### src/rtl/frame_sync_inserter.sv
// Serial-line framer. Incoming encoded bits are buffered in a small bit FIFO
// and sent out as frames: a fixed sync word followed by a fixed-length
// payload. When the FIFO runs dry mid-payload, a constant fill bit is sent
// instead, so frame timing on the line never slips.
module frame_sync_inserter #(
  parameter int                  SYNC_LEN     = 16,
  parameter logic [SYNC_LEN-1:0] SYNC_WORD    = 16'hEB90,
  parameter int                  PAYLOAD_LEN  = 56,
  parameter int                  FIFO_DEPTH   = 16,
  parameter int                  START_THRESH = 8,
  parameter logic                FILL_BIT     = 1'b0
) (
  input  logic        clk_out,
  input  logic        rst,
  input  logic        data_in,
  input  logic        data_valid,
  output logic        data_in_ready,
  output logic        data_out,
  output logic        data_out_valid,
  output logic        frame_start,
  output logic        underrun_err,
  output logic [15:0] frame_count
);

  localparam int PTR_W = $clog2(FIFO_DEPTH);
  localparam int CNT_W = $clog2(((SYNC_LEN > PAYLOAD_LEN) ? SYNC_LEN : PAYLOAD_LEN) + 1);
  localparam logic [PTR_W:0]   DEPTH_C   = (PTR_W+1)'(FIFO_DEPTH);
  localparam logic [PTR_W:0]   THRESH_C  = (PTR_W+1)'(START_THRESH);
  localparam logic [CNT_W-1:0] SYNC_LAST = CNT_W'(SYNC_LEN);
  localparam logic [CNT_W-1:0] PL_LAST   = CNT_W'(PAYLOAD_LEN);

  typedef enum logic [1:0] {IDLE, SYNC, PAYLOAD} state_t;

  state_t              state, state_nxt;
  logic                mem [FIFO_DEPTH];
  logic [PTR_W-1:0]    wr_ptr, rd_ptr;
  logic [PTR_W:0]      count;
  logic                wr_en, rd_en;
  logic [CNT_W-1:0]    bit_cnt, bit_cnt_nxt;
  logic [SYNC_LEN-1:0] sync_sr, sync_sr_nxt;
  logic                out_nxt, vld_nxt, fs_nxt, under_nxt;
  logic [15:0]         fc_nxt;
  logic                start_frame, emit_payload;

  // Ready is held low during reset; a full FIFO never accepts, even when popping.
  assign data_in_ready = rst && (count < DEPTH_C);
  assign wr_en         = data_valid && data_in_ready;

  // FIFO pointers and occupancy; the pointers wrap naturally (power-of-2 depth).
  always_ff @(posedge clk_out or negedge rst) begin
    if (!rst) begin
      wr_ptr <= '0;
      rd_ptr <= '0;
      count  <= '0;
    end else begin
      if (wr_en) wr_ptr <= wr_ptr + PTR_W'(1);
      if (rd_en) rd_ptr <= rd_ptr + PTR_W'(1);
      case ({wr_en, rd_en})
        2'b10:   count <= count + (PTR_W+1)'(1);
        2'b01:   count <= count - (PTR_W+1)'(1);
        default: count <= count;
      endcase
    end
  end

  // FIFO storage; holds only data, so it needs no reset.
  always_ff @(posedge clk_out) begin
    if (wr_en) mem[wr_ptr] <= data_in;
  end

  // Next state and next line outputs. A frame start and a payload bit are
  // each reachable from two states, so they are flagged here and applied once below.
  always_comb begin
    state_nxt    = state;
    bit_cnt_nxt  = bit_cnt;
    sync_sr_nxt  = sync_sr;
    out_nxt      = 1'b0;
    vld_nxt      = 1'b0;
    fs_nxt       = 1'b0;
    under_nxt    = underrun_err;
    fc_nxt       = frame_count;
    rd_en        = 1'b0;
    start_frame  = 1'b0;
    emit_payload = 1'b0;

    case (state)
      IDLE: begin
        if (count >= THRESH_C) start_frame = 1'b1;
      end
      SYNC: begin
        if (bit_cnt == SYNC_LAST) begin
          state_nxt    = PAYLOAD;
          bit_cnt_nxt  = CNT_W'(1);
          emit_payload = 1'b1;
        end else begin
          out_nxt     = sync_sr[SYNC_LEN-1];
          vld_nxt     = 1'b1;
          sync_sr_nxt = sync_sr << 1;
          bit_cnt_nxt = bit_cnt + CNT_W'(1);
        end
      end
      PAYLOAD: begin
        if (bit_cnt == PL_LAST) begin
          // Last payload bit already went out; chain straight into the next frame if possible.
          if (count >= THRESH_C) start_frame = 1'b1;
          else                   state_nxt   = IDLE;
        end else begin
          emit_payload = 1'b1;
          bit_cnt_nxt  = bit_cnt + CNT_W'(1);
        end
      end
      default: state_nxt = IDLE;
    endcase

    if (start_frame) begin
      state_nxt   = SYNC;
      out_nxt     = SYNC_WORD[SYNC_LEN-1];
      vld_nxt     = 1'b1;
      fs_nxt      = 1'b1;
      sync_sr_nxt = SYNC_WORD << 1;
      bit_cnt_nxt = CNT_W'(1);
    end

    if (emit_payload) begin
      vld_nxt = 1'b1;
      rd_en   = (count != '0);
      out_nxt = rd_en ? mem[rd_ptr] : FILL_BIT;
      if (!rd_en) under_nxt = 1'b1;
      if (bit_cnt_nxt == PL_LAST) fc_nxt = frame_count + 16'd1;
    end
  end

  // FSM state and registered line outputs.
  always_ff @(posedge clk_out or negedge rst) begin
    if (!rst) begin
      state          <= IDLE;
      bit_cnt        <= '0;
      sync_sr        <= '0;
      data_out       <= 1'b0;
      data_out_valid <= 1'b0;
      frame_start    <= 1'b0;
      underrun_err   <= 1'b0;
      frame_count    <= '0;
    end else begin
      state          <= state_nxt;
      bit_cnt        <= bit_cnt_nxt;
      sync_sr        <= sync_sr_nxt;
      data_out       <= out_nxt;
      data_out_valid <= vld_nxt;
      frame_start    <= fs_nxt;
      underrun_err   <= under_nxt;
      frame_count    <= fc_nxt;
    end
  end

endmodule

### config.mk
export PLATFORM = sky130hd
export DESIGN_NAME = frame_sync_inserter
export DESIGN_NICKNAME = d
export VERILOG_FILES = /design/src/rtl/frame_sync_inserter.sv
export SDC_FILE = /design/constraint.sdc
export NUM_CORES = 1
export LEC_CHECK = 0
export BUFFER_PORTS_ARGS = -buffer_cell sky130_fd_sc_hd__buf_2
export CORE_MARGIN = 8
export CORE_UTILIZATION = 40
export CTS_CLUSTER_DIAMETER = 120
export DETAILED_ROUTE_END_ITERATION = 7
export SYNTH_ARGS = -nofsm -noshare
export SYNTH_HDL_FRONTEND = slang
export SYNTH_SLANG_ARGS = --single-unit
### constraint.sdc
create_clock -name clk_out -period 6.4 [get_ports clk_out]
set_input_delay 1.28 -clock clk_out [delete_from_list [all_inputs] [get_ports clk_out]]
set_output_delay 1.28 -clock clk_out [all_outputs]
set_load 0.01 [all_outputs]
# After elaboration in Yosys (flattened, before gate mapping)
# Memories as Yosys holds them, arrays and structs flattened.
# Index checks and enable logic that the tools add are counted.
# totals
regBits	57
mem_bits_rw	16
out_inout_bits	21
elab_cells	75
mem_count	1
# classes
n_addsub	6
magnitude_cmp	2
n_eq_ne	12
n_mux	32
n_bitwise	1
n_reduce_logical	10
# mem_list
name	depth	width	read_ports	rd_ports_with_merged_regs	wr	line_no	rtl
mem	16	1	1	0	1	35	logic mem [FIFO_DEPTH];
# ops
cell	n
16-bit two-way mux	3
6-bit two-way mux	3
1-bit two-way mux	17
16-bit by 1-bit adder with 16-bit output (second input constant)	1
6-bit == test (second input constant)	2
6-bit one-hot mux with 2 select lines	1
5-bit one-hot mux with 2 select lines	1
3-bit != test (second input constant)	3
4-bit by 1-bit adder with 4-bit output (second input constant)	2
2-bit two-way mux	4
6-bit by 1-bit adder with 6-bit output (second input constant)	1
6-bit by 5-bit == test with 1-bit output (second input constant)	1
2-bit one-hot mux with 3 select lines	1
2-bit AND reduction	3
5-bit by 1-bit adder with 5-bit output (second input constant)	1
5-bit by 4-bit >= comparator with 1-bit output (second input constant)	1
5-bit less-than comparator (second input constant)	1
5-bit nonzero test	1
5-bit by 1-bit subtractor with 5-bit output (second input constant)	1
2-bit by 1-bit == test with 1-bit output (second input constant)	2
2-bit == test (second input constant)	2
2-bit != test (second input constant)	2
1-bit one-hot mux with 2 select lines	2
4-bit AND reduction	1
4 further kinds	6

# Longest topological paths before layout
# Gate-level depths: netlist of run 1.
# depth
ltp_word	7
depth_mapped	16
ltp_nobuf	15

# Worst setup path before layout of run 1
# OpenSTA, ideal clock, no wires.
# synth_path
path_type	in2reg
from	in rst
to	reg count[4]
setup_ns	0.125
arrival_ns	3.611
t_required_ns	6.275
path_slack_ns	2.664
path_stages	14
path_buffers	2
path_cell_list	nor2b_1 -> and2_1 -> clkbuf_1 -> inv_1 -> ha_1 -> clkbuf_1 -> xor2_1 -> ha_1 -> o21a_1 -> o22a_1 -> a21oi_1 -> xor2_1 -> nor2_1 -> xor2_1
# synth_between
elab_chain_cells	4
elab_cells_between_ends	6
cone_classes	eq/ne: 2; mux: 1; reduce/logical: 3
# synth_rtl
item	line_no	rtl
from (decl)	14	input logic rst,
1-bit logical AND (*)	46	assign data_in_ready = rst && (count < DEPTH_C);
1-bit logical AND (*)	47	assign wr_en = data_valid && data_in_ready;
2-bit by 1-bit == test with 1-bit output or 2-bit == test (tied branches)	58	case ({wr_en, rd_en})
5-bit one-hot mux with 2 select lines or 2-bit nonzero test (tied branches)	--	
to (signal assigned)	59	2'b10: count <= count + (PTR_W+1)'(1);
to (signal assigned)	60	2'b01: count <= count - (PTR_W+1)'(1);
to (signal assigned)	61	default: count <= count;
to (decl)	37	logic [PTR_W:0] count;
# Mark *: on every way between the ends. The rest lies on a longest branch, timed or not.
# A chain may end at the register's enable or synchronous reset.

# Worst setup path after layout of run 1
# layout_path
from	reg bit_cnt[0]
to	reg count[4]
# layout_between
elab_chain_cells	6
elab_cells_between_ends	10
cone_classes	eq/ne: 4; mux: 5; reduce/logical: 1
# layout_rtl
item	line_no	rtl
from (decl)	39	logic [CNT_W-1:0] bit_cnt, bit_cnt_nxt;
from (signal assigned)	146	bit_cnt <= bit_cnt_nxt;
6-bit == test or 6-bit by 5-bit == test with 1-bit output (tied branches)	103, 91	
1-bit two-way mux, on equally long branches	103, 91	
1-bit one-hot mux with 2 select lines (*)	86	case (state)
1-bit two-way mux (*)	124	if (emit_payload) begin
named net rd_en	38	logic wr_en, rd_en;
2-bit by 1-bit == test with 1-bit output or 2-bit == test (tied branches)	58	
5-bit one-hot mux with 2 select lines or 2-bit nonzero test (tied branches)	--	
# Mark *: on every way through the listed nets, which the timed path passes. The rest lies on a longest branch.

==> metrics, run 1 <==
largest cells by area after synthesis dfrtp_1 (38%), edfxtp_1 (14%), xnor2_1 (6.1%); final hold viol count 0; Die H 109 um; cell count after synthesis 311; slew margin rel. 36.8%; Root Buffer clkbuf_8; Starting Density 40.4%; mux contribution to synthesized area 4.66%; drt pass-1 iters 5; first-pass GRT wire length 11.2 mm; count of buffer and inverter cells on the critical path 1; H-tree lvl count 3; CTS sink cnt 68; CTS Hold Bufs 0; Met3 Routed Length 231 um; CP Launch Type flip-flop; flops & latches, synth 68; area delta synth->final 11.9%; placed instance area 3640 um^2; CP required 6630 ps; number of antenna violations at the first check in global routing 0; Final #Nets 354; post-synthesis simple-gate area fraction 19.7%; post-route ant nets 0; post-route minimum period 3990 ps; area share of the largest cell type after synthesis 37.8%; Critical Path Max Stage Delay 670 ps; leakage power 1.74 nW; synth unique cells 49; max_cap viols 0; setup bufs post-CTS 0; RSZ-0062 raised after global routing no; Hold Startpoint frame_count[15]; full die area 11800 um^2; Final Max Tran Viols 0; met1 WL 2.99 mm; CTS Buffer Depth 2; Hold Path Class reg -> reg; ANT cells 0; Cell Rows 34; kind of critical path reg -> reg; FMAX 0.251 GHz; Routed met2 length 3.24 mm; post-layout power 0.00154 W; post-synthesis compound-gate area fraction 6.84%; Skew-Pair Late Insertion Delay 350 ps; Syn Nets 330; Core Area 8510 um^2; Port Buf Inserts 24; via count 2338; clock-pin slew on the worst setup and hold paths 90 ps; vias in the first global route 2296; Total Routing Usage GR 11.9%; FFs w/ async S/R, synth 76.5%; instance count on the critical path 15; XOR/XNOR Fraction of Synth Area 8.15%; Final setup viols 0; largest family of logic cells by synthesized area simple AND/OR/NAND/NOR gates; largest area contributor in the netlist dfrtp_1; grt ovf 0; Mapped Area 3440 um^2; crit-path cells inv_1 > ha_1 > and3b_1 > a31oi_1 > o21ai_0 > nor2_1 > ha_1 > xor2_1 > ha_1 > o21a_1 > o22a_1 > a21oi_1 > xor2_1 > nor2_1 > xor2_1; cts repair resizes 0; hold depth 1; worst r2r src bit_cnt[0]; Fin Hold WS 466 ps; IO Pins 25; Mean Syn Cell Area 11.1 um^2; Slowest-stage cell, CP o21ai_0; Post-synth top flop dfrtp_1; design area 3850 um^2; Worst IR Drop VDD 0.169 mV; post-synthesis sequential area ratio 51.8%; Remaining DRCs 0; Avg Vias per Cell 5.22; Post-Place Setup Slack 2030 ps; status finished clean; CTS tree done; Worst R2R Path Depth 15; Tcrit/Tclk final 62.3%; Total Routed Length 6.58 mm; clock skew 13.3 ps; drt initial violations 136; share of layout cells above drive strength 1 15.9%; DP HPWL 4.45 mm; Synth warnings 0; number of synthesized flops with an enable pin 16; worst slew pin tran 948 ps; crit path DAT 4220 ps; critical path endpoint category flip-flop; Top Family by Delay on Critical Path compound AO/OA/AOI/OAI gates; Num CTS Buffers 9; Die Wd 109 um; max layer used met4; Crit Path Max Fanout 9; Fillers 805; Post-Route Setup TNS 0 ps; drt wl/cell 14.7 um; pin count of the biggest net entering global routing 54; Pwr per Cell Area 399 nW/um^2; RD Place Congestion 0.822; Synth Area in Adders 5.46%; Final WS setup 2410 ps; Worst setup startpoint bit_cnt[0]
-- registers in the layout, indices dropped and copies added (netlist names) --
| signal | flops |
|---|---|
| frame_count | 16 |
| mem | 16 |
| sync_sr | 11 |
| bit_cnt | 6 |
| count | 5 |
| rd_ptr | 4 |
| wr_ptr | 4 |
| state | 2 |
| data_out | 1 |
| data_out_valid | 1 |
| frame_start | 1 |
| underrun_err | 1 |
-- final timing paths --
path                                         to  slack [ps]
worst max-delay path                   count[4]        2410
worst min-delay path            frame_count[15]         470
worst max register to register         count[4]        2410
worst min register to register  frame_count[15]         470
max in group asynchronous        frame_count[0]        4910
min in group asynchronous              state[0]        1030
-- layout by cell type, fill, tap and decap left out, types with 3 or more instances in the layout --
cell type	count
nand4_1	11
ha_1	15
inv_1	12
xor2_1	8
edfxtp_1	16
xnor2_1	24
o21ai_0	9
buf_2	24
nor2_1	11
a21oi_1	10
nand3_1	15
nand2_1	43
and2_1	19
and3_1	10
dfrtp_1	52
inv_6	4
and4_1	3
mux4_2	5
clkbuf_8	9
-- synthesized netlist by cell type (7+ instances only) --
cell type and n:
nor2_1 11, nand3_1 15, nand2_1 43, nand4_1 11, a21oi_1 10, and2_1 19
clkbuf_1 7, edfxtp_1 16, xor2_1 8, xnor2_1 24, inv_1 12, and3_1 10
ha_1 15, o21ai_0 9, dfrtp_1 52
-- metrics by stage --
stage	util, %	cells
2_1_floorplan	-	311
3_3_place_gp	42.8	432
3_5_place_dp	42.8	432
4_1_cts	45.2	448
5_1_grt	45.2	448
6_report	45.2	448
-- power by group --
group,internal (W),total (W),switching [W]
Clock,0.000187,0.000368,0.000181
Combinational,0.000222,0.000521,0.000299
Sequential,0.000547,0.000647,0.000100
Total,0.000956,0.00154,0.000580
-- layout make-up --
class	instances	area (um^2)	share of cell area (%)
clock inverter	7	82.6	2.15
timing repair buffer	26	135	3.51
multi-input combinational	217	1540	40.0
clock buffer	9	124	3.22
inverter	13	48.8	1.27
tap	108	135	3.51
sequential	68	1780	46.3
-- routing by layer --
metal | vias up | track usage (%)
li1 | 1129 | -
met1 | 1155 | 14.6
met2 | 43 | 19.4
met3 | 11 | 3.25
met4 | 0 | 4.99
met5 | - | 0
-- cells by family (layout without fill, tap and decap cells) --
kind of cell,Yosys count,after routing
mux,9,9
xor+xnor,32,32
buf+inv,26,55
simple gates,125,125
flops,68,68
fa+ha+maj,15,15
compound gates,36,36
Power figures use the tool's default switching activity.
==> run 2, diff against run 1 <==
- clock period: 6.4 -> 4 ns (I/O delays scaled with it)
==> run 2 against run 1 <==
Against the previous run:
- critical path depth up 1
- cell area fell by 0.42%
- clock power up 30%
- setup slack lost 1800 ps
- combinational power rose by 67%
- die area did not move
- sequential power up 59%
- global-route usage up 0.70 points
- register-to-register slack worse by 1800 ps
- cell count increased by 0.89%
- critical path type unchanged
- critical endpoint unchanged
- highest routed layer unchanged
==> metrics, run 2 (synthesis results as in run 1) <==
Root Buffer clkbuf_8; Total Routing Usage GR 12.6%; post-route ant nets 0; final core utilization 45.0%; Num CTS Buffers 9; post-layout power 0.00238 W; Hold Path Class reg -> reg; CP Launch Type flip-flop; kind of critical path reg -> reg; placed insts 436; critical path endpoint category flip-flop; cts repair resizes 0; design area 3830 um^2; register-to-register setup slack 600 ps; Final Non-Filler Cells 452; most frequent cells in the layout dfrtp_1 (52), nand2_1 (43), xnor2_1 (24), buf_2 (24), and2_1 (19); count of buffer and inverter cells on the critical path 2; Skew-Pair Late Insertion Delay 330 ps; Core Area 8510 um^2; biggest registers after layout frame_count x16, mem x16, sync_sr x11; Avg Vias per Cell 5.19; Crit Path Max Fanout 9; Total Routed Length 6.81 mm; Tcrit/Tclk final 85.0%; commonest non-fill, non-tap cell in the layout dfrtp_1; drt wl/cell 15.1 um; Critical Path Max Stage Delay 430 ps; placed instance area 3670 um^2; Worst setup startpoint bit_cnt[0]; Reg-to-Reg End count[4]; instance count on the critical path 16; CTS tree done; drt initial violations 110; Final #Nets 358; number of antenna violations at the first check in global routing 0; Slowest-stage cell, CP dfrtp_1; Final Max Tran Viols 0; Die Wd 109 um; Remaining DRCs 0; clock-pin slew on the worst setup and hold paths 80 ps; CTS sink cnt 68; RSZ-0062 raised after global routing no; CTS Hold Bufs 0; worst slew pin tran 678 ps; Worst R2R Path Depth 16; post-route minimum period 3400 ps; Starting Density 40.4%; slew margin rel. 54.8%; Worst IR Drop VDD 0.347 mV; ANT cells 0; pin count of the biggest net entering global routing 53; RD Place Congestion 0.851; grt ovf 0; setup bufs post-CTS 0; Top Family by Delay on Critical Path compound AO/OA/AOI/OAI gates; DP HPWL 4.65 mm; status finished clean; full die area 11800 um^2; worst r2r src bit_cnt[0]; crit path DAT 3620 ps; Die H 109 um; leakage power 1.74 nW; H-tree lvl count 3; Cell Rows 34; crit-path cells inv_1 > ha_1 > and3b_1 > a31oi_1 > o21ai_0 > nor2_1 > buf_4 > ha_1 > xor2_1 > ha_1 > o21a_1 > o22a_1 > a21oi_1 > xor2_1 > nor2_1 > xor2_1; Final setup viols 0; vias in the first global route 2369; share of layout cells above drive strength 1 16.6%; capture point of the worst path count[4]; FMAX 0.294 GHz; drt pass-1 iters 4; CP required 4220 ps; Port Buf Inserts 24; first-pass GRT wire length 11.8 mm; CTS Buffer Depth 2; Pwr per Cell Area 621 nW/um^2; clock skew 7.97 ps; final hold viol count 0; IO Pins 25; Post-Route Setup TNS 0 ps; area delta synth->final 11.4%; via count 2345; max_cap viols 0
run 2: cell types whose count changed in the layout (fill, tap and decap cells not counted):
cell        before  now
buf_4            2    6
bufinv_16        1    0
clkbuf_1         0    1
clkinv_2         0    5
clkinv_4         2    0
clkinvlp_4       0    1
inv_6            4    0
run 2: report_power, final:
| group | total [W] | internal (W) | switching (W) |
|---|---|---|---|
| sequential | 0.00103 | 0.000876 | 0.000154 |
| combinational | 0.000872 | 0.000372 | 0.000499 |
| clock | 0.000477 | 0.000220 | 0.000257 |
| total | 0.00238 | 0.00147 | 0.000910 |
run 2: area by class of cell:
type,instances,area (um^2)
fillers,833,4680
flip-flops and latches,68,1780
multi-input cells,217,1540
repair buffers,30,165
well taps,108,135
clock buffers,10,128
inverters,13,48.8
clock inverters,6,32.5
run 2: how the worst min path moves through the flow:
stage          slack, ps       startpoint              end  cells past startpoint
6_report             480  frame_count[15]  frame_count[15]                      1
5_1_grt              500       sync_sr[5]       sync_sr[5]                      2
4_1_cts              480  frame_count[15]  frame_count[15]                      1
3_5_place_dp         460  frame_count[15]  frame_count[15]                      1
3_3_place_gp         450  frame_count[15]  frame_count[15]                      1
2_1_floorplan        450       sync_sr[5]       sync_sr[5]                      2
run 2: per-stage QoR:
stage / worst slack (ps) / hold slack, ps
final: 598 / 477
after global routing: 259 / 500
after CTS: 594 / 478
after detailed placement: 631 / 463
after global placement: 705 / 455
after floorplan: 583 / 447
run 2: layer usage:
layer,track usage (%),vias up,wire [um]
met2,20.2,33,3360
met5,0,-,0
met4,4.11,0,94
met1,15.8,1165,3130
li1,-,1139,-
met3,4.02,8,229
==> run 3, diff against run 2 <==
- PLACE_DENSITY: unset -> 0.69
==> run 3 against run 2 <==
Against the previous run:
- combinational power about the same
- critical path depth unchanged
- worst hold slack got worse by 24 ps
- clock power increased by 16%
- via count about the same
- flip-flop and latch count unchanged
- first-iteration DRC count decreased by 25%
- die area unchanged
- cell area increased by 0.85%
- cell count unchanged
- sequential power about the same
- critical endpoint unchanged
- largest power group unchanged
==> metrics, run 3 (synthesis results as in run 1) <==
slew margin rel. 56.3%; full die area 11800 um^2; Starting Density 40.4%; vias in the first global route 2367; Fin Hold WS 453 ps; DP HPWL 4.66 mm; Tcrit/Tclk final 84.0%; RD Place Congestion 0.868; share of layout cells above drive strength 1 16.3%; Hold Path Class reg -> reg; leakage power 1.75 nW; placed insts 436; post-layout power 0.00245 W; Worst IR Drop VDD 0.200 mV; H-tree lvl count 3; commonest non-fill, non-tap cell in the layout dfrtp_1; Final Non-Filler Cells 452; pin count of the biggest net entering global routing 53; critical path endpoint category flip-flop; grt ovf 0; CTS sink cnt 68; max_cap viols 0; Final setup viols 0; Total Routing Usage GR 12.2%; CTS Hold Bufs 0; drt initial violations 83; worst slew pin tran 656 ps; Final WS setup 639 ps; CP required 4220 ps; final hold viol count 0; IO Pins 25; kind of critical path reg -> reg; crit path DAT 3580 ps; setup bufs post-CTS 0; number of antenna violations at the first check in global routing 0; Avg Vias per Cell 5.19; Die H 109 um; CTS Buffer Depth 2; Pwr per Cell Area 635 nW/um^2; Final Max Tran Viols 0; Post-Place Setup Slack 676 ps; Remaining DRCs 0; Die Wd 109 um; Num CTS Buffers 9; post-route minimum period 3360 ps; Core Area 8510 um^2; Port Buf Inserts 24; cts repair resizes 0; clock-pin slew on the worst setup and hold paths 70 ps; drt wl/cell 14.6 um; Skew-Pair Late Insertion Delay 340 ps; most frequent cells in the layout dfrtp_1 (52), nand2_1 (43), xnor2_1 (24), buf_2 (24), and2_1 (19); RSZ-0062 raised after global routing no; Crit Path Max Fanout 9; Cell Rows 34; ANT cells 0; Root Buffer clkbuf_8; drt pass-1 iters 4; CP Launch Type flip-flop; status finished clean; area delta synth->final 12.3%; Total Routed Length 6.61 mm; first-pass GRT wire length 11.3 mm; Final #Nets 358; via count 2347; biggest registers after layout frame_count x16, mem x16, sync_sr x11; Post-Route Setup TNS 0 ps; post-route ant nets 0; CTS tree done; FMAX 0.298 GHz; clock skew 7.29 ps
## run 3: routing by layer
layer / GRT usage [%] / part of all wire (%) / up-vias
met5: 0 / 0 / -
li1: - / - / 1140
met1: 14.3 / 45 / 1147
met4: 6.45 / 2.0 / 0
met2: 19.5 / 49 / 46
met3: 4.08 / 4.7 / 14
## run 3: metrics by stage
step                cell area [um^2]  utilization, %
CTS                             3860            45.4
global placement                3670            43.1
detailed placement              3670            43.1
global route                    3860            45.4
finish                          3860            45.4
floorplan                       3440               -
## run 3: cell type report
type | count | area, um^2
Multi-Input combinational cell | 217 | 1540
Inverter | 13 | 48.8
Clock inverter | 5 | 51.3
Tap cell | 108 | 135
Clock buffer | 11 | 141
Fill cell | 792 | 4650
Timing Repair Buffer | 30 | 165
Sequential cell | 68 | 1780
## run 3: worst max-delay path, cell delays in order, from the launching register on
cell and delay, ps:
dfrtp_1 430, inv_1 130, ha_1 250, and3b_1 260, a31oi_1 100, o21ai_0 230
nor2_1 80, buf_4 160, ha_1 300, xor2_1 180, ha_1 230, o21a_1 170
o22a_1 200, a21oi_1 170, xor2_1 150, nor2_1 60, xor2_1 140
## run 3: report_power, final
| group | internal, W | switching, W | leakage [nW] | total [W] |
|---|---|---|---|---|
| combinational | 0.000371 | 0.000498 | 0.840 | 0.000869 |
| sequential | 0.000876 | 0.000158 | 0.817 | 0.00103 |
| clock | 0.000301 | 0.000250 | 0.0967 | 0.000551 |
## run 3: worst paths after layout
kind                              start              end  slack [ps]  depth (start not counted)
max                          bit_cnt[0]         count[4]         640                         16
max in group asynchronous           rst   frame_count[4]        2920                          2
max reg2reg                  bit_cnt[0]         count[4]         640                         16
min reg2reg                underrun_err     underrun_err         450                          1
min in group asynchronous           rst  frame_count[13]         650                          2
min                        underrun_err     underrun_err         450                          1
